==> config.mk <==
export PLATFORM = sky130hd
export DESIGN_NAME = lzd_rr_arbiter
export DESIGN_NICKNAME = d
export VERILOG_FILES = /design/src/rtl/lzd_arb_pkg.sv /design/src/rtl/LeadZeroDet.sv /design/src/rtl/lzd_arb_pick.sv /design/src/rtl/lzd_rr_arbiter.sv
export SDC_FILE = /design/constraint.sdc
export NUM_CORES = 1
export LEC_CHECK = 0
export ABC_AREA = 1
export BUFFER_PORTS_ARGS = -buffer_cell sky130_fd_sc_hd__clkbuf_2
export CAP_MARGIN = 10
export CORE_ASPECT_RATIO = 0.9
export CORE_UTILIZATION = 63
export CTS_CLUSTER_SIZE = 24
export DETAILED_ROUTE_END_ITERATION = 10
export GPL_TIMING_DRIVEN = 0
export PLACE_DENSITY = 0.82
export SETUP_SLACK_MARGIN = 0.4
export SLEW_MARGIN = 10
export SYNTH_ARGS = -nofsm -noshare
export SYNTH_HDL_FRONTEND = slang
export SYNTH_SLANG_ARGS = --single-unit
==> constraint.sdc <==
create_clock -name CLK -period 4.18 [get_ports CLK]
set_input_delay 0.418 -clock CLK [delete_from_list [all_inputs] [get_ports CLK]]
set_output_delay 0.418 -clock CLK [all_outputs]
set_load 0.02 [all_outputs]
==> src/rtl/lzd_arb_pkg.sv <==
// Shared types and helpers for the LZD-based round-robin arbiter.
// Helpers work on a fixed wide vector; callers cast to their own width.
package lzd_arb_pkg;

  typedef enum logic {IDLE = 1'b0, GRANT = 1'b1} arb_state_e;

  localparam int MAXW = 64;

  // Ones strictly below bit j; j==0 means every requester is eligible again.
  function automatic logic [MAXW-1:0] below_mask(input int j, input int width);
    logic [MAXW-1:0] m;
    m = '0;
    for (int i = 0; i < MAXW; i++) begin
      if (i < width) begin
        if (j == 0 || i < j) m[i] = 1'b1;
      end
    end
    return m;
  endfunction

  function automatic int onehot2bin(input logic [MAXW-1:0] oh);
    int idx;
    idx = 0;
    for (int i = 0; i < MAXW; i++) begin
      if (oh[i]) idx = i;
    end
    return idx;
  endfunction

endpackage

==> src/rtl/LeadZeroDet.sv <==
// One-hot of the most significant set bit of din (0 when din==0).
// The "any higher bit set" prefix-OR is built serially, Brent-Kung or Sklansky.
module LeadZeroDet #(
  parameter int width = 8,
  parameter int speed = 1
) (
  input  logic [width-1:0] din,
  output logic [width-1:0] onehot
);

  localparam int L = $clog2(width);

  // x is din bit-reversed so prefix index 0 is the MSB; y[k] = |x[0..k].
  logic [width-1:0] x;
  logic [width-1:0] y;

  always_comb begin
    x = '0;
    for (int k = 0; k < width; k++) x[k] = din[width-1-k];

    y = x;
    if (speed == 0) begin
      for (int k = 1; k < width; k++) y[k] = y[k] | y[k-1];
    end else if (speed == 1) begin
      for (int s = 0; s < L; s++) begin
        for (int k = (1 << s); k < width; k++) begin
          if (((k + 1) % (1 << (s + 1))) == 0) y[k] = y[k] | y[k - (1 << s)];
        end
      end
      for (int s = L - 2; s >= 0; s--) begin
        for (int k = (1 << s); k < width; k++) begin
          if ((((k + 1) % (1 << (s + 1))) == (1 << s)) && ((k + 1) > (1 << (s + 1))))
            y[k] = y[k] | y[k - (1 << s)];
        end
      end
    end else begin
      for (int s = 0; s < L; s++) begin
        for (int k = (1 << s); k < width; k++) begin
          if (((k >> s) & 1) == 1)
            y[k] = y[k] | y[((k >> (s + 1)) << (s + 1)) + (1 << s) - 1];
        end
      end
    end

    onehot = '0;
    onehot[width-1] = x[0];
    for (int k = 1; k < width; k++) onehot[width-1-k] = x[k] & ~y[k-1];
  end

endmodule

==> src/rtl/lzd_arb_pick.sv <==
// Round-robin pick: highest requester inside the mask, else highest overall.
module lzd_arb_pick #(
  parameter int width = 8,
  parameter int speed = 1
) (
  input  logic [width-1:0] R,
  input  logic [width-1:0] M,
  output logic [width-1:0] P
);

  logic [width-1:0] rm;
  logic [width-1:0] p_masked;
  logic [width-1:0] p_full;

  assign rm = R & M;

  LeadZeroDet #(.width(width), .speed(speed)) u_lzd_masked (
    .din    (rm),
    .onehot (p_masked)
  );

  LeadZeroDet #(.width(width), .speed(speed)) u_lzd_full (
    .din    (R),
    .onehot (p_full)
  );

  always_comb begin
    P = (|rm) ? p_masked : p_full;
  end

endmodule

==> src/rtl/lzd_rr_arbiter.sv <==
// MSB-first round-robin arbiter with registered one-hot grant and burst hold limit.
//   state | meaning
//   IDLE  | no grant outstanding, GNT==0
//   GRANT | GNT holds one requester; released on REQ drop or hold limit
module lzd_rr_arbiter
  import lzd_arb_pkg::*;
#(
  parameter int width   = 8,
  parameter int maxhold = 4,
  parameter int speed   = 1
) (
  input  logic                     CLK,
  input  logic                     RST,
  input  logic [width-1:0]         REQ,
  output logic [width-1:0]         GNT,
  output logic [$clog2(width)-1:0] GIDX,
  output logic                     BUSY,
  output logic                     SWTCH
);

  localparam int IW = $clog2(width);
  localparam int HW = (maxhold == 0) ? 1 : $clog2(maxhold + 1);
  localparam logic [HW-1:0] HMAX = HW'(maxhold);

  arb_state_e      state_q, state_d;
  logic [width-1:0] gnt_q, gnt_d;
  logic [width-1:0] mask_q, mask_d;
  logic [HW-1:0]   hcnt_q, hcnt_d;
  logic            swtch_q, swtch_d;

  logic [width-1:0] pick_init;
  logic [width-1:0] pick_rel;
  logic [width-1:0] others;
  logic [width-1:0] rel_req;
  logic [width-1:0] mask_n;
  logic [IW-1:0]    gidx;
  logic             rel;

  always_comb begin
    gidx    = IW'(onehot2bin(MAXW'(gnt_q)));
    mask_n  = width'(below_mask(int'(gidx), width));
    others  = REQ & ~gnt_q;
    // The current holder only competes again when nobody else is asking.
    rel_req = (|others) ? others : REQ;
    rel     = ~|(REQ & gnt_q) || ((maxhold != 0) && (hcnt_q == HMAX));
  end

  lzd_arb_pick #(.width(width), .speed(speed)) u_pick_init (
    .R (REQ),
    .M (mask_q),
    .P (pick_init)
  );

  lzd_arb_pick #(.width(width), .speed(speed)) u_pick_rel (
    .R (rel_req),
    .M (mask_n),
    .P (pick_rel)
  );

  always_ff @(posedge CLK) begin
    if (RST) begin
      state_q <= IDLE;
      gnt_q   <= '0;
      mask_q  <= '1;
      hcnt_q  <= '0;
      swtch_q <= 1'b0;
    end else begin
      state_q <= state_d;
      gnt_q   <= gnt_d;
      mask_q  <= mask_d;
      hcnt_q  <= hcnt_d;
      swtch_q <= swtch_d;
    end
  end

  always_comb begin
    state_d = state_q;
    case (state_q)
      IDLE:    if (|REQ) state_d = GRANT;
      GRANT:   if (rel && (pick_rel == '0)) state_d = IDLE;
      default: state_d = IDLE;
    endcase
  end

  always_comb begin
    gnt_d   = gnt_q;
    mask_d  = mask_q;
    hcnt_d  = hcnt_q;
    swtch_d = 1'b0;
    case (state_q)
      IDLE: begin
        if (|REQ) begin
          gnt_d  = pick_init;
          hcnt_d = HW'(1);
        end
      end
      GRANT: begin
        if (!rel) begin
          // Only reachable at all-ones when the hold limit is disabled.
          if (hcnt_q != '1) hcnt_d = hcnt_q + HW'(1);
        end else begin
          mask_d = mask_n;
          gnt_d  = pick_rel;
          if (|pick_rel) begin
            hcnt_d  = HW'(1);
            swtch_d = (pick_rel != gnt_q);
          end else begin
            hcnt_d  = '0;
          end
        end
      end
      default: begin
        gnt_d  = '0;
        hcnt_d = '0;
      end
    endcase
  end

  always_comb begin
    GNT   = gnt_q;
    GIDX  = gidx;
    BUSY  = |gnt_q;
    SWTCH = swtch_q;
  end

endmodule
-- Yosys cells after proc, flatten, opt, wreduce, memory -nomap -nowiden
Cells that the tools add are included.
- output and inout bits: 13
- register bits after elaboration: 21
- input bits: 10
- $add $sub $neg: 1
- equality and inequality tests: 6
- magnitude comparators: 7
- multiplexer cells: 29
- bitwise operators: 96
- reductions and logical operators: 23
- operators with widths (operator ; count):
    $reduce_or 8->1 ; 7
    $mux 8 ; 5
    $and 8x8->8 ; 4
    $or 1x1->1 ; 32
    $not 1->1 ; 31
    $and 1x1->1 ; 28
    $mux 3 ; 7
    $pmux 8 s2 ; 1
    $mux 1 ; 12
    $lt 3x3->1 const A ; 3
    $logic_not 8->1 ; 1
    $logic_or 1x1->1 ; 8
    $ne 8x8->1 ; 1
    $not 8->8 ; 1
    $lt 1x3->1 const A ; 2
    $lt 2x3->1 const A ; 2
    $pmux 3 s2 ; 1
    $reduce_and 2->1 ; 3
    $mux 2 ; 2
    $reduce_or 4->1 ; 1
    $add 3x1->3 const B ; 1
    $eq 3x3->1 const B ; 1
    $logic_not 3->1 ; 1
    $ne 3x1->1 const B ; 1
    other kinds (6) ; 6

-- Longest topological paths before layout
Gate-level depths: netlist of run 1.
- depth after elaboration: 22
- mapped depth: 19

-- Modules after synthesis
From an unflattened synthesis of run 1, not the netlist that was laid out.
- cell total of the unflattened synthesis: 404
- area total of the unflattened synthesis: 2431.1 um2
- modules (own cells, without submodules) (module ; area each (um2) ; sequential area each (um2) ; cells an instance ; instances):
    lzd_rr_arbiter ; 1542.7 ; 420.4 ; 226 ; 1
    lzd_arb_pick ; 256.5 ; 0.0 ; 47 ; 2
    LeadZeroDet ; 93.8 ; 0.0 ; 21 ; 4

-- Worst setup path before layout of run 1
No wires, ideal clock.
- path kind: flip-flop to flip-flop
- start: register gnt_q[3], in the netlist GNT[3]
- end: register swtch_q, in the netlist SWTCH
- setup slack: 2.049 ns
- cell stages (with the launch flop): 19
- setup time: 0.111 ns
- arrival: 2.019 ns
- required time: 4.069 ns
- cells stage by stage: dfxtp_1 > inv_1 > nand2_1 > nand2_1 > nand2_1 > nand2_1 > clkinv_1 > nand3_2 > nand3_2 > nand2_4 > nor2_8 > buf_6 > nand3_1 > nand3_1 > nand2_1 > nor2_1 > nand2_1 > nor2_1 > nor2_1
- longest elaborated chain between the ends: 19
- elaborated cells between the ends (all ways): 88
- ends and longest elaborated chain (what ; RTL line ; RTL):
    start, declared ; lzd_rr_arbiter.sv:26 ; logic [width-1:0] gnt_q, gnt_d;
    start signal, assigned ; lzd_rr_arbiter.sv:69 ; gnt_q <= gnt_d;
    $mux 2 (*) ; lzd_arb_pkg.sv:25 ; if (oh[i]) idx = i;
    $mux 3 (*) (4 in series) ; lzd_arb_pkg.sv:25 ;
    net GIDX[1] ; lzd_rr_arbiter.sv:16 ; output logic [$clog2(width)-1:0] GIDX,
    $lt 3x3->1 or $logic_not 3->1 (tied branches) ; lzd_arb_pkg.sv:15 ; if (j == 0 || i < j) m[i] = 1'b1;
    $logic_or 1x1->1 ; lzd_arb_pkg.sv:15 ;
    $mux 1 ; lzd_arb_pkg.sv:15 ;
    $and 8x8->8 (*) ; lzd_arb_pick.sv:15 ; assign rm = R & M;
    $or 1x1->1, on equally long branches ; -- ;
    $or 1x1->1 ; LeadZeroDet.sv:27 ; if (((k + 1) % (1 << (s + 1))) == 0) y[k] = y[k] | y[k - (1 << s)];
    $or 1x1->1 (2 in series) ; LeadZeroDet.sv:33 ; y[k] = y[k] | y[k - (1 << s)];
    $not 1->1 ; LeadZeroDet.sv:47 ; for (int k = 1; k < width; k++) onehot[width-1-k] = x[k] & ~y[k-1];
    $and 1x1->1 ; LeadZeroDet.sv:47 ;
    $mux 8 (*) ; lzd_arb_pick.sv:28 ; P = (|rm) ? p_masked : p_full;
    $reduce_or 8->1 ; lzd_rr_arbiter.sv:104 ; if (|pick_rel) begin
    $not 1->1 (no source line) ; -- ;
    $reduce_or 4->1 (no source line) ; -- ;
    end signal, assigned ; lzd_rr_arbiter.sv:72 ; swtch_q <= swtch_d;
    end, declared ; lzd_rr_arbiter.sv:29 ; logic swtch_q, swtch_d;
The timed path passes the listed nets; every way through them passes the cells marked *.
A chain may end at the register's enable or synchronous reset.

-- Worst setup path after layout of run 1
- start: register gnt_q[2], in the netlist GNT[2]
- end: register swtch_q, in the netlist SWTCH
- longest elaborated chain between the ends: 20
- elaborated cells between the ends (all ways): 89
- ends and longest elaborated chain (what ; RTL line):
    $mux 2 (2 in series) ; lzd_arb_pkg.sv:25
    $mux 3 (4 in series) ; lzd_arb_pkg.sv:25
    $lt 3x3->1 or $logic_not 3->1 (tied branches) ; lzd_arb_pkg.sv:15
    $logic_or 1x1->1 ; lzd_arb_pkg.sv:15
    $mux 1 ; lzd_arb_pkg.sv:15
    $and 8x8->8 ; lzd_arb_pick.sv:15
    $or 1x1->1, on equally long branches ; --
    $or 1x1->1 ; LeadZeroDet.sv:27
    $or 1x1->1 (2 in series) ; LeadZeroDet.sv:33
    $not 1->1 ; LeadZeroDet.sv:47
    $and 1x1->1 ; LeadZeroDet.sv:47
    $mux 8 ; lzd_arb_pick.sv:28
    $reduce_or 8->1 ; lzd_rr_arbiter.sv:104
    $not 1->1 (no source line) ; --
    $reduce_or 4->1 (no source line) ; --
Several ways; a longest one is shown, not always the timed one.

==> impl_metrics.json, run 1 <==
{
  "hold_start": "RST",
  "dp_cells": 383,
  "min_path_type": "input port to register",
  "worstSetupStartpointType": "register",
  "timing.fmax_mhz": 418,
  "p_leak_nw": 1.08,
  "maxCapViolations": 0,
  "netlist.area_leader.share_pct": 21.2,
  "setup_violations": 0,
  "cts_resized": 0,
  "ys_ff_latch": 21,
  "tightest_slew_ps": 738,
  "rsz0062_at_grt": "false",
  "drt_iter0_drc": 184,
  "rows": 18,
  "cp_slowest_stage_delay_ps": 440,
  "coreArea_mm2": 0.00286,
  "grt_pass1_vias": 1956,
  "status": "finished, final reports clean",
  "drive_gt1_share_pct": 20.5,
  "startpoint": "GNT[2]$_SDFFE_PP0P_",
  "final_hold_viol_count": 0,
  "clk_pin_slew_ps": 120,
  "synth_cell_types": 32,
  "post_drt_wl_per_cell_um": 13.9,
  "via_per_inst": 5.82,
  "path_cells": "inv_1, nand2_1, nand2_1, nand2_1, nand2_1, o21ai_0, nand2_2, nand2_4, nor2_8, nand2_4, nand2_1, nand2_1, nand2_1, nor2_1, nand2_1, nor2_1, nor2_1",
  "yosys_warnings": 0,
  "postCtsSetupBuffers": 0,
  "final_nets": 361,
  "ant_nets": 0,
  "first_pass_iters": 5,
  "pre_cts_ws_ps": 1810,
  "dieArea_mm2": 0.00337,
  "root_buffer": "clkbuf_4",
  "die_h_um": 55.2,
  "drc": 0,
  "final.setup.tns_ps": 0,
  "layout-area-overhead-vs-synth_pct": 9.15,
  "netlist_instances": 322,
  "grt_max_degree": 12,
  "ys_seq_area_share_pct": 21.2,
  "power-per-cell-area_mw_per_mm2": 957,
  "period_share_pct": 57.2,
  "antenna_found_initial": 0,
  "maxSlewViolCount": 0,
  "overflow": 0,
  "cp_max_fo": 6,
  "crit_type": "register to register",
  "io_buffers": 21,
  "synth.avg_cell_area_um2": 6.15,
  "min_period_ps": 2390,
  "netlist_area_mm2": 0.00198,
  "cts_tree": "built",
  "gp_congestion": 0.946,
  "vias": 2254,
  "syn_nets": 335,
  "numCtsBuffers": 3,
  "final_util_pct": 75.6,
  "power_mw": 2.07,
  "clk_latency_ps": 320,
  "fin_ws_ps": 1790,
  "cts_hold_buf": 0,
  "ir_worst_vdd_v": 0.000957,
  "worstPathRequired_ps": 4400,
  "start_util_pct": 69.3,
  "dp_hpwl_mm": 4.33,
  "filler_cell_count": 265,
  "io_pins": 23,
  "diodes": 0,
  "grt_first_pass_wirelength_mm": 8.76,
  "cp_slowest_cell": "dfxtp_1",
  "cts_buffer_depth": 2,
  "fin_skew_ps": 2.08,
  "worst-path-buf-inv": 1,
  "grt_usage_pct": 33.9,
  "die_w_um": 61.1,
  "fin_cells": 387,
  "cpLargestDelayFamily": "simple AND/OR/NAND/NOR gates",
  "slew_headroom_pct": 50.3,
  "critical_path_arrival_ps": 2610,
  "yosys-top-cells-area": "dfxtp_1 21%, nand2_1 16%, nand3_1 13%",
  "drt_wl_total_mm": 5.38,
  "htreeDepth": 1,
  "timing.rr.start": "GNT[2]$_SDFFE_PP0P_",
  "endpoint_kind": "register",
  "path_common_cell": "nand2_1",
  "cts.sinks": 21,
  "yosys.area.top_type": "dfxtp_1"
}
-- where the power goes --
group	switching (mW)	total (mW)	leakage [nW]	internal [mW]
logic	1.11	1.62	0.892	0.506
registers	0.0770	0.349	0.173	0.272
clock network	0.0657	0.103	0.0150	0.0375
total	1.25	2.07	1.08	0.816
-- placed cells by master (no fill, tap or decap), drive strengths merged, types with 2 or more instances in the layout --
master / synthesis / layout
a21oi: 22 / 22
buf: 3 / 3
clkbuf: 4 / 29
dfxtp: 21 / 21
ha: 3 / 3
inv: 39 / 39
nand2: 102 / 102
nand3: 61 / 61
nand3b: 5 / 5
nand4: 5 / 5
nor2: 28 / 28
o211ai: 2 / 2
o21ai: 18 / 18
o22ai: 2 / 2
o31ai: 2 / 2
-- per-layer routing --
metal  global-route usage (%)  part of all wire, %  vias to the layer above  wire length (um)
li1                         -                    -                     1122                 -
met1                     48.1                   44                     1006              2390
met2                     51.1                   45                      117              2400
met3                     6.79                  9.3                        9               502
met4                     9.74                  1.7                        0                91
met5                        0                    0                        -                 0
-- registers in the layout, summed over array words and instances (netlist names) --
| register | cells |
|---|---|
| GNT | 8 |
| mask_q | 8 |
| hcnt_q | 3 |
| SWTCH | 1 |
| state_q | 1 |
-- final cells by class --
type,instances,area (um^2),area share (%)
Buffer,7,42.5,1.97
Inverter,40,153,7.06
Clock buffer,4,26.3,1.21
Timing Repair Buffer,21,105,4.86
Sequential cell,21,420,19.4
Tap cell,40,50.0,2.31
Multi-Input combinational cell,254,1370,63.2
-- Yosys cell counts --
| cell | n |
|---|---|
| inv_2 | 8 |
| nor3_1 | 1 |
| buf_6 | 2 |
| clkinv_1 | 1 |
| nand2_4 | 5 |
| clkbuf_1 | 4 |
| a31oi_1 | 1 |
| nand3b_1 | 5 |
| o32ai_1 | 1 |
| a21oi_4 | 1 |
| nor2_2 | 3 |
| ha_1 | 3 |
| inv_4 | 1 |
| nor2_8 | 2 |
| nor2_1 | 21 |
| dfxtp_1 | 21 |
| nand4_1 | 4 |
| inv_1 | 30 |
| nor2_4 | 2 |
| nand2_2 | 10 |
| nand4_4 | 1 |
| o31ai_1 | 2 |
| nand3_1 | 53 |
| o22ai_1 | 2 |
| o21ai_2 | 3 |
| o211ai_1 | 2 |
| nand3_2 | 8 |
| a21oi_1 | 21 |
| o21ai_0 | 15 |
| buf_2 | 1 |
| o2111ai_1 | 1 |
| nand2_1 | 87 |
-- stage by stage --
step	instance area (um^2)	hold WS [ps]
after detailed placement	2140	454
after floorplan	1980	422
after global routing	2160	342
final	2160	321
after CTS	2160	319
after global placement	2140	442
-- kinds of logic after synthesis --
family                     after synthesis  share of synthesized area [%]
buffers and inverters                   47                           9.85
AOI/OAI and AO/OA                       49                           14.6
adders and majority gates                3                           1.89
and+or+nand+nor                        202                           52.5
DFF                                     21                           21.2
-- final timing paths --
check | endpoint | cells after the start | slack, ps
setup / recovery | SWTCH$_SDFF_PP0_ | 17 | 1790
hold / removal | hcnt_q[2]$_SDFFE_PP0P_ | 2 | 320
setup reg to reg | SWTCH$_SDFF_PP0_ | 17 | 1790
hold reg to reg | mask_q[0]$_SDFFE_PP1P_ | 2 | 480
-- worst reg2reg max path, cell delays in order, from the launching register on --
cell	delay, ps
dfxtp_1	440
inv_1	120
nand2_1	70
nand2_1	60
nand2_1	110
nand2_1	110
o21ai_0	360
nand2_2	140
nand2_4	120
nor2_8	50
nand2_4	80
nand2_1	70
nand2_1	60
nand2_1	50
nor2_1	120
nand2_1	100
nor2_1	190
nor2_1	70
Note: power is estimated with default switching activity, not from simulation.
==> run 2, diff against run 1 <==
--- a/config.mk
+++ b/config.mk
@@ -9,11 +9,11 @@
 export BUFFER_PORTS_ARGS = -buffer_cell sky130_fd_sc_hd__clkbuf_2
 export CAP_MARGIN = 10
 export CORE_ASPECT_RATIO = 0.9
-export CORE_UTILIZATION = 63
+export CORE_UTILIZATION = 59
 export CTS_CLUSTER_SIZE = 24
 export DETAILED_ROUTE_END_ITERATION = 10
 export GPL_TIMING_DRIVEN = 0
-export PLACE_DENSITY = 0.82
+export PLACE_DENSITY = 0.77
 export SETUP_SLACK_MARGIN = 0.4
 export SLEW_MARGIN = 10
 export SYNTH_ARGS = -nofsm -noshare
==> constraint.sdc (replaced) <==
create_clock -name CLK -period 2.4 [get_ports CLK]
set_input_delay 0.24 -clock CLK [delete_from_list [all_inputs] [get_ports CLK]]
set_output_delay 0.24 -clock CLK [all_outputs]
set_load 0.02 [all_outputs]
==> run 2 against run 1 <==
Compared with the run above:
- worst hold slack lost 99 ps
- via count up 11%
- critical path depth is the same
- die area is 6.6% higher
- critical endpoint unchanged
- largest cell class unchanged
- highest routed layer unchanged
==> impl_metrics.json, run 2 (synthesized netlist as in run 1, its figures left out) <==
{
  "clk_pin_slew_ps": 80,
  "final.setup.tns_ps": 0,
  "coreArea_mm2": 0.00311,
  "cts_hold_buf": 0,
  "htreeDepth": 1,
  "min_path_type": "input port to register",
  "cpLargestDelayFamily": "simple AND/OR/NAND/NOR gates",
  "gp_congestion": 0.862,
  "worstRegToRegCells": 17,
  "tightest_slew_ps": 738,
  "cp_max_fo": 6,
  "fin_skew_ps": 4.80,
  "diodes": 0,
  "layout-area-overhead-vs-synth_pct": 32.6,
  "final_util_pct": 84.4,
  "hold_path_end": "hcnt_q[1]$_SDFFE_PP0P_",
  "antenna_found_initial": 0,
  "path_cells": "inv_1, nand2_2, nand2_2, nor2_4, nand2_4, o21ai_4, nand2_2, nand2_4, nor2_8, nand2_4, nand2_2, nand3_1, nand2_1, nor2_1, nand2_1, nor2_2, nor2_1",
  "endpoint_kind": "register",
  "grt_pass1_vias": 2149,
  "slew_headroom_pct": 50.8,
  "start_util_pct": 63.6,
  "ant_nets": 0,
  "grt_usage_pct": 36.1,
  "die_h_um": 57.0,
  "hold_start": "RST",
  "final_cell_mix": "64 x nand2_1, 47 x nand3_1, 26 x inv_1",
  "dp_hpwl_mm": 4.43,
  "drc": 0,
  "vias": 2501,
  "root_buffer": "clkbuf_8",
  "numCtsBuffers": 3,
  "maxSlewViolCount": 0,
  "crit_type": "register to register",
  "drt_wl_total_mm": 6.85,
  "final_common_cell": "nand2_1",
  "timing.rr.start": "GNT[0]$_SDFFE_PP0P_",
  "min_period_ps": 2250,
  "maxCapViolations": 0,
  "grt_max_degree": 12,
  "cts_tree": "built",
  "path_common_cell": "nand2_2",
  "final_nets": 384,
  "final_hold_viol_count": 0,
  "startpoint": "GNT[0]$_SDFFE_PP0P_",
  "period_share_pct": 93.8,
  "die_w_um": 63.1,
  "rsz0062_at_grt": "true",
  "cp_slowest_cell": "dfxtp_2",
  "r2r_end": "SWTCH$_SDFF_PP0_",
  "grt_first_pass_wirelength_mm": 10.1,
  "timing.fmax_mhz": 444,
  "critical_path_arrival_ps": 2410,
  "drive_gt1_share_pct": 40.3,
  "setup_violations": 0,
  "cp_slowest_stage_delay_ps": 360,
  "drt_iter0_drc": 310,
  "cts_buffer_depth": 2,
  "first_pass_iters": 5,
  "post_drt_wl_per_cell_um": 16.6,
  "overflow": 0,
  "ff2ff_setup_slack_ps": 150,
  "status": "finished, final reports clean",
  "io_buffers": 21,
  "worstSetupStartpointType": "register",
  "worstPathRequired_ps": 2560,
  "holdPathStages": 2,
  "via_per_inst": 6.07,
  "dieArea_mm2": 0.00360,
  "dp_cells": 385,
  "rows": 19,
  "clk_latency_ps": 260,
  "io_pins": 23,
  "cts.sinks": 21,
  "worst-path-buf-inv": 1,
  "fin_cells": 412
}
==> run 2: worst max path at each step <==
stage,end,cells after the start
finish,SWTCH$_SDFF_PP0_,17
global route,SWTCH$_SDFF_PP0_,16
CTS,SWTCH$_SDFF_PP0_,16
detailed placement,SWTCH$_SDFF_PP0_,17
global placement,SWTCH$_SDFF_PP0_,17
floorplan,SWTCH$_SDFF_PP0_,17
==> run 2: stage by stage <==
| stage | setup slack (ps) | hold slack [ps] | cell area, um^2 |
|---|---|---|---|
| after floorplan | 418 | 309 | 2000 |
| after global placement | 182 | 450 | 2160 |
| after detailed placement | 153 | 453 | 2160 |
| after CTS | 283 | 213 | 2430 |
| after global routing | 89.4 | 237 | 2630 |
| final | 150 | 222 | 2630 |
==> run 2: cell type report <==
cell class	count	area [um^2]
plain buffers	7	46.3
inverters	40	164
well taps	42	52.6
clock buffers	4	45.0
fillers	208	485
multi-input cells	254	1580
repair buffers	44	293
flip-flops and latches	21	445
==> run 2: metal layers <==
layer | vias to the layer above | share of wire [%] | GRT usage, %
li1 | 1170 | - | -
met1 | 1114 | 40 | 47.8
met2 | 179 | 46 | 58.1
met3 | 38 | 9.6 | 7.00
met4 | 0 | 4.2 | 14.3
met5 | - | 0 | 0
==> run 2: timing repair <==
item,in CTS,in global routing
setup endpoints to repair,8,9
resized for setup,48,34
pin swaps,21,18
gates cloned,2,0
setup buffers,10,11
==> run 2: worst register-to-register path: stages, from the launching register on <==
cell and delay [ps]:
dfxtp_2 360, inv_1 100, nand2_2 110, nand2_2 90, nor2_4 220, nand2_4 110
o21ai_4 170, nand2_2 100, nand2_4 110, nor2_8 60, nand2_4 130, nand2_2 90
nand3_1 80, nand2_1 50, nor2_1 80, nand2_1 90, nor2_2 150, nor2_1 50
Power of run 2 is left out: the tool's default activity adds up to more than one toggle a clock period on the data nets, which glitch-free logic cannot reach.
==> run 3, diff against run 2 <==
--- a/config.mk
+++ b/config.mk
@@ -8,7 +8,7 @@
 export ABC_AREA = 1
 export BUFFER_PORTS_ARGS = -buffer_cell sky130_fd_sc_hd__clkbuf_2
 export CAP_MARGIN = 10
-export CORE_ASPECT_RATIO = 0.9
+export CORE_ASPECT_RATIO = 0.6
 export CORE_UTILIZATION = 59
 export CTS_CLUSTER_SIZE = 24
 export DETAILED_ROUTE_END_ITERATION = 10
==> run 3 against run 2 <==
Compared with the run above:
- clock skew is 0.93 ps lower
- via count increased by 5.0%
- count of clock-buffer cells in the layout unchanged
- setup slack got worse by 97 ps
- final area fell by 2.7%
- critical path type unchanged
- critical endpoint unchanged
==> impl_metrics.json, run 3 (synthesized netlist as in run 1, its figures left out) <==
{
  "grt_usage_pct": 35.2,
  "hold_path_end": "hcnt_q[1]$_SDFFE_PP0P_",
  "final_nets": 381,
  "diodes": 0,
  "drive_gt1_share_pct": 37.3,
  "clk_pin_slew_ps": 80,
  "start_util_pct": 65.6,
  "grt_pass1_vias": 2023,
  "post_drt_wl_per_cell_um": 17.3,
  "r2r_end": "SWTCH$_SDFF_PP0_",
  "final_hold_viol_count": 0,
  "via_per_inst": 6.42,
  "final.setup.tns_ps": 0,
  "setup_violations": 0,
  "drt_iter0_drc": 430,
  "timing.fmax_mhz": 426,
  "cp_slowest_cell": "dfxtp_2",
  "min_path_type": "input port to register",
  "rsz0062_at_grt": "true",
  "multi_input_area_mm2": 0.00154,
  "first_pass_iters": 7,
  "filler_cell_count": 198,
  "dp_hpwl_mm": 4.52,
  "min_period_ps": 2350,
  "status": "finished, final reports clean",
  "numCtsBuffers": 3,
  "critical_path_arrival_ps": 2520,
  "tightest_slew_ps": 690,
  "dieArea_mm2": 0.00360,
  "htreeDepth": 1,
  "antenna_found_initial": 0,
  "overflow": 0,
  "final_util_pct": 84.6,
  "cp_max_fo": 10,
  "drc": 0,
  "root_buffer": "clkbuf_8",
  "layout-area-overhead-vs-synth_pct": 29.0,
  "fin_skew_ps": 3.87,
  "die_w_um": 76.8,
  "final_common_cell": "nand2_1",
  "cp_slowest_stage_delay_ps": 390,
  "drt_wl_total_mm": 7.06,
  "maxCapViolations": 0,
  "io_pins": 23,
  "hold_start": "RST",
  "endpoint_kind": "register",
  "path_cells": "inv_1, nand2_2, nand2_1, nand2_2, nand2_1, clkinv_1, nand3_2, nand3_2, nand2_4, nor2_8, buf_8, buf_4, nand3_2, nand3_1, nand2_1, nor2_1, nand2_1, nor2_2, nor2_1",
  "die_h_um": 46.9,
  "cpLargestDelayFamily": "simple AND/OR/NAND/NOR gates",
  "path_common_cell": "nand2_1",
  "grt_first_pass_wirelength_mm": 9.60,
  "regArea_um2": 443,
  "ant_nets": 0,
  "vias": 2625,
  "clk_latency_ps": 270,
  "cts_hold_buf": 0,
  "cts.sinks": 21,
  "ff2ff_setup_slack_ps": 50,
  "rows": 15,
  "maxSlewViolCount": 0,
  "final_cell_mix": "63 x nand2_1, 51 x nand3_1, 27 x inv_1",
  "worst-path-buf-inv": 4,
  "coreArea_mm2": 0.00302,
  "gp_congestion": 0.943,
  "timing.rr.start": "GNT[3]$_SDFFE_PP0P_",
  "crit_type": "register to register",
  "grt_max_degree": 12,
  "cts_buffer_depth": 2,
  "slew_headroom_pct": 54.0,
  "cts_tree": "built",
  "worstPathRequired_ps": 2570,
  "io_buffers": 21,
  "worstRegToRegCells": 19,
  "worstSetupStartpointType": "register",
  "period_share_pct": 97.8,
  "holdPathStages": 2
}
-- run 3: how the worst max path moves through the flow --
stage,depth (start not counted),to,start
floorplan,17,SWTCH$_SDFF_PP0_,GNT[1]$_SDFFE_PP0P_
global placement,17,SWTCH$_SDFF_PP0_,GNT[6]$_SDFFE_PP0P_
detailed placement,17,SWTCH$_SDFF_PP0_,GNT[6]$_SDFFE_PP0P_
CTS,17,SWTCH$_SDFF_PP0_,GNT[6]$_SDFFE_PP0P_
global route,18,SWTCH$_SDFF_PP0_,GNT[3]$_SDFFE_PP0P_
finish,19,SWTCH$_SDFF_PP0_,GNT[3]$_SDFFE_PP0P_
-- run 3: through the flow --
stage / worst slack [ps] / hold WS [ps] / cells / instance area (um^2)
6_report: 52.8 / 218 / 409 / 2560
3_5_place_dp: 113 / 446 / 385 / 2160
5_1_grt: 26.3 / 218 / 409 / 2560
3_3_place_gp: 117 / 442 / 385 / 2160
4_1_cts: 240 / 204 / 400 / 2400
2_1_floorplan: 418 / 309 / 322 / 2000
-- run 3: layout make-up --
class / count / area share, %
Timing Repair Buffer: 41 / 10.1
Inverter: 40 / 6.41
Tap cell: 42 / 2.05
Buffer: 7 / 2.25
Sequential cell: 21 / 17.3
Multi-Input combinational cell: 254 / 60.1
Clock buffer: 4 / 1.76
-- run 3: layer usage --
| layer | global-route usage (%) | vias to the layer above | part of all wire [%] |
|---|---|---|---|
| met4 | 15.8 | 0 | 5.0 |
| met5 | 0 | - | 0 |
| met3 | 8.16 | 55 | 14 |
| li1 | - | 1162 | - |
| met1 | 49.0 | 1160 | 40 |
| met2 | 52.7 | 248 | 41 |
-- run 3: repair_timing --
item | 4_1_cts | 5_1_grt
resized for setup | 37 | 32
gates cloned | 0 | 0
endpoints found under the setup margin | 8 | 10
setup buffers | 11 | 9
pin swaps | 15 | 18
Power of run 3 is left out for the same reason.
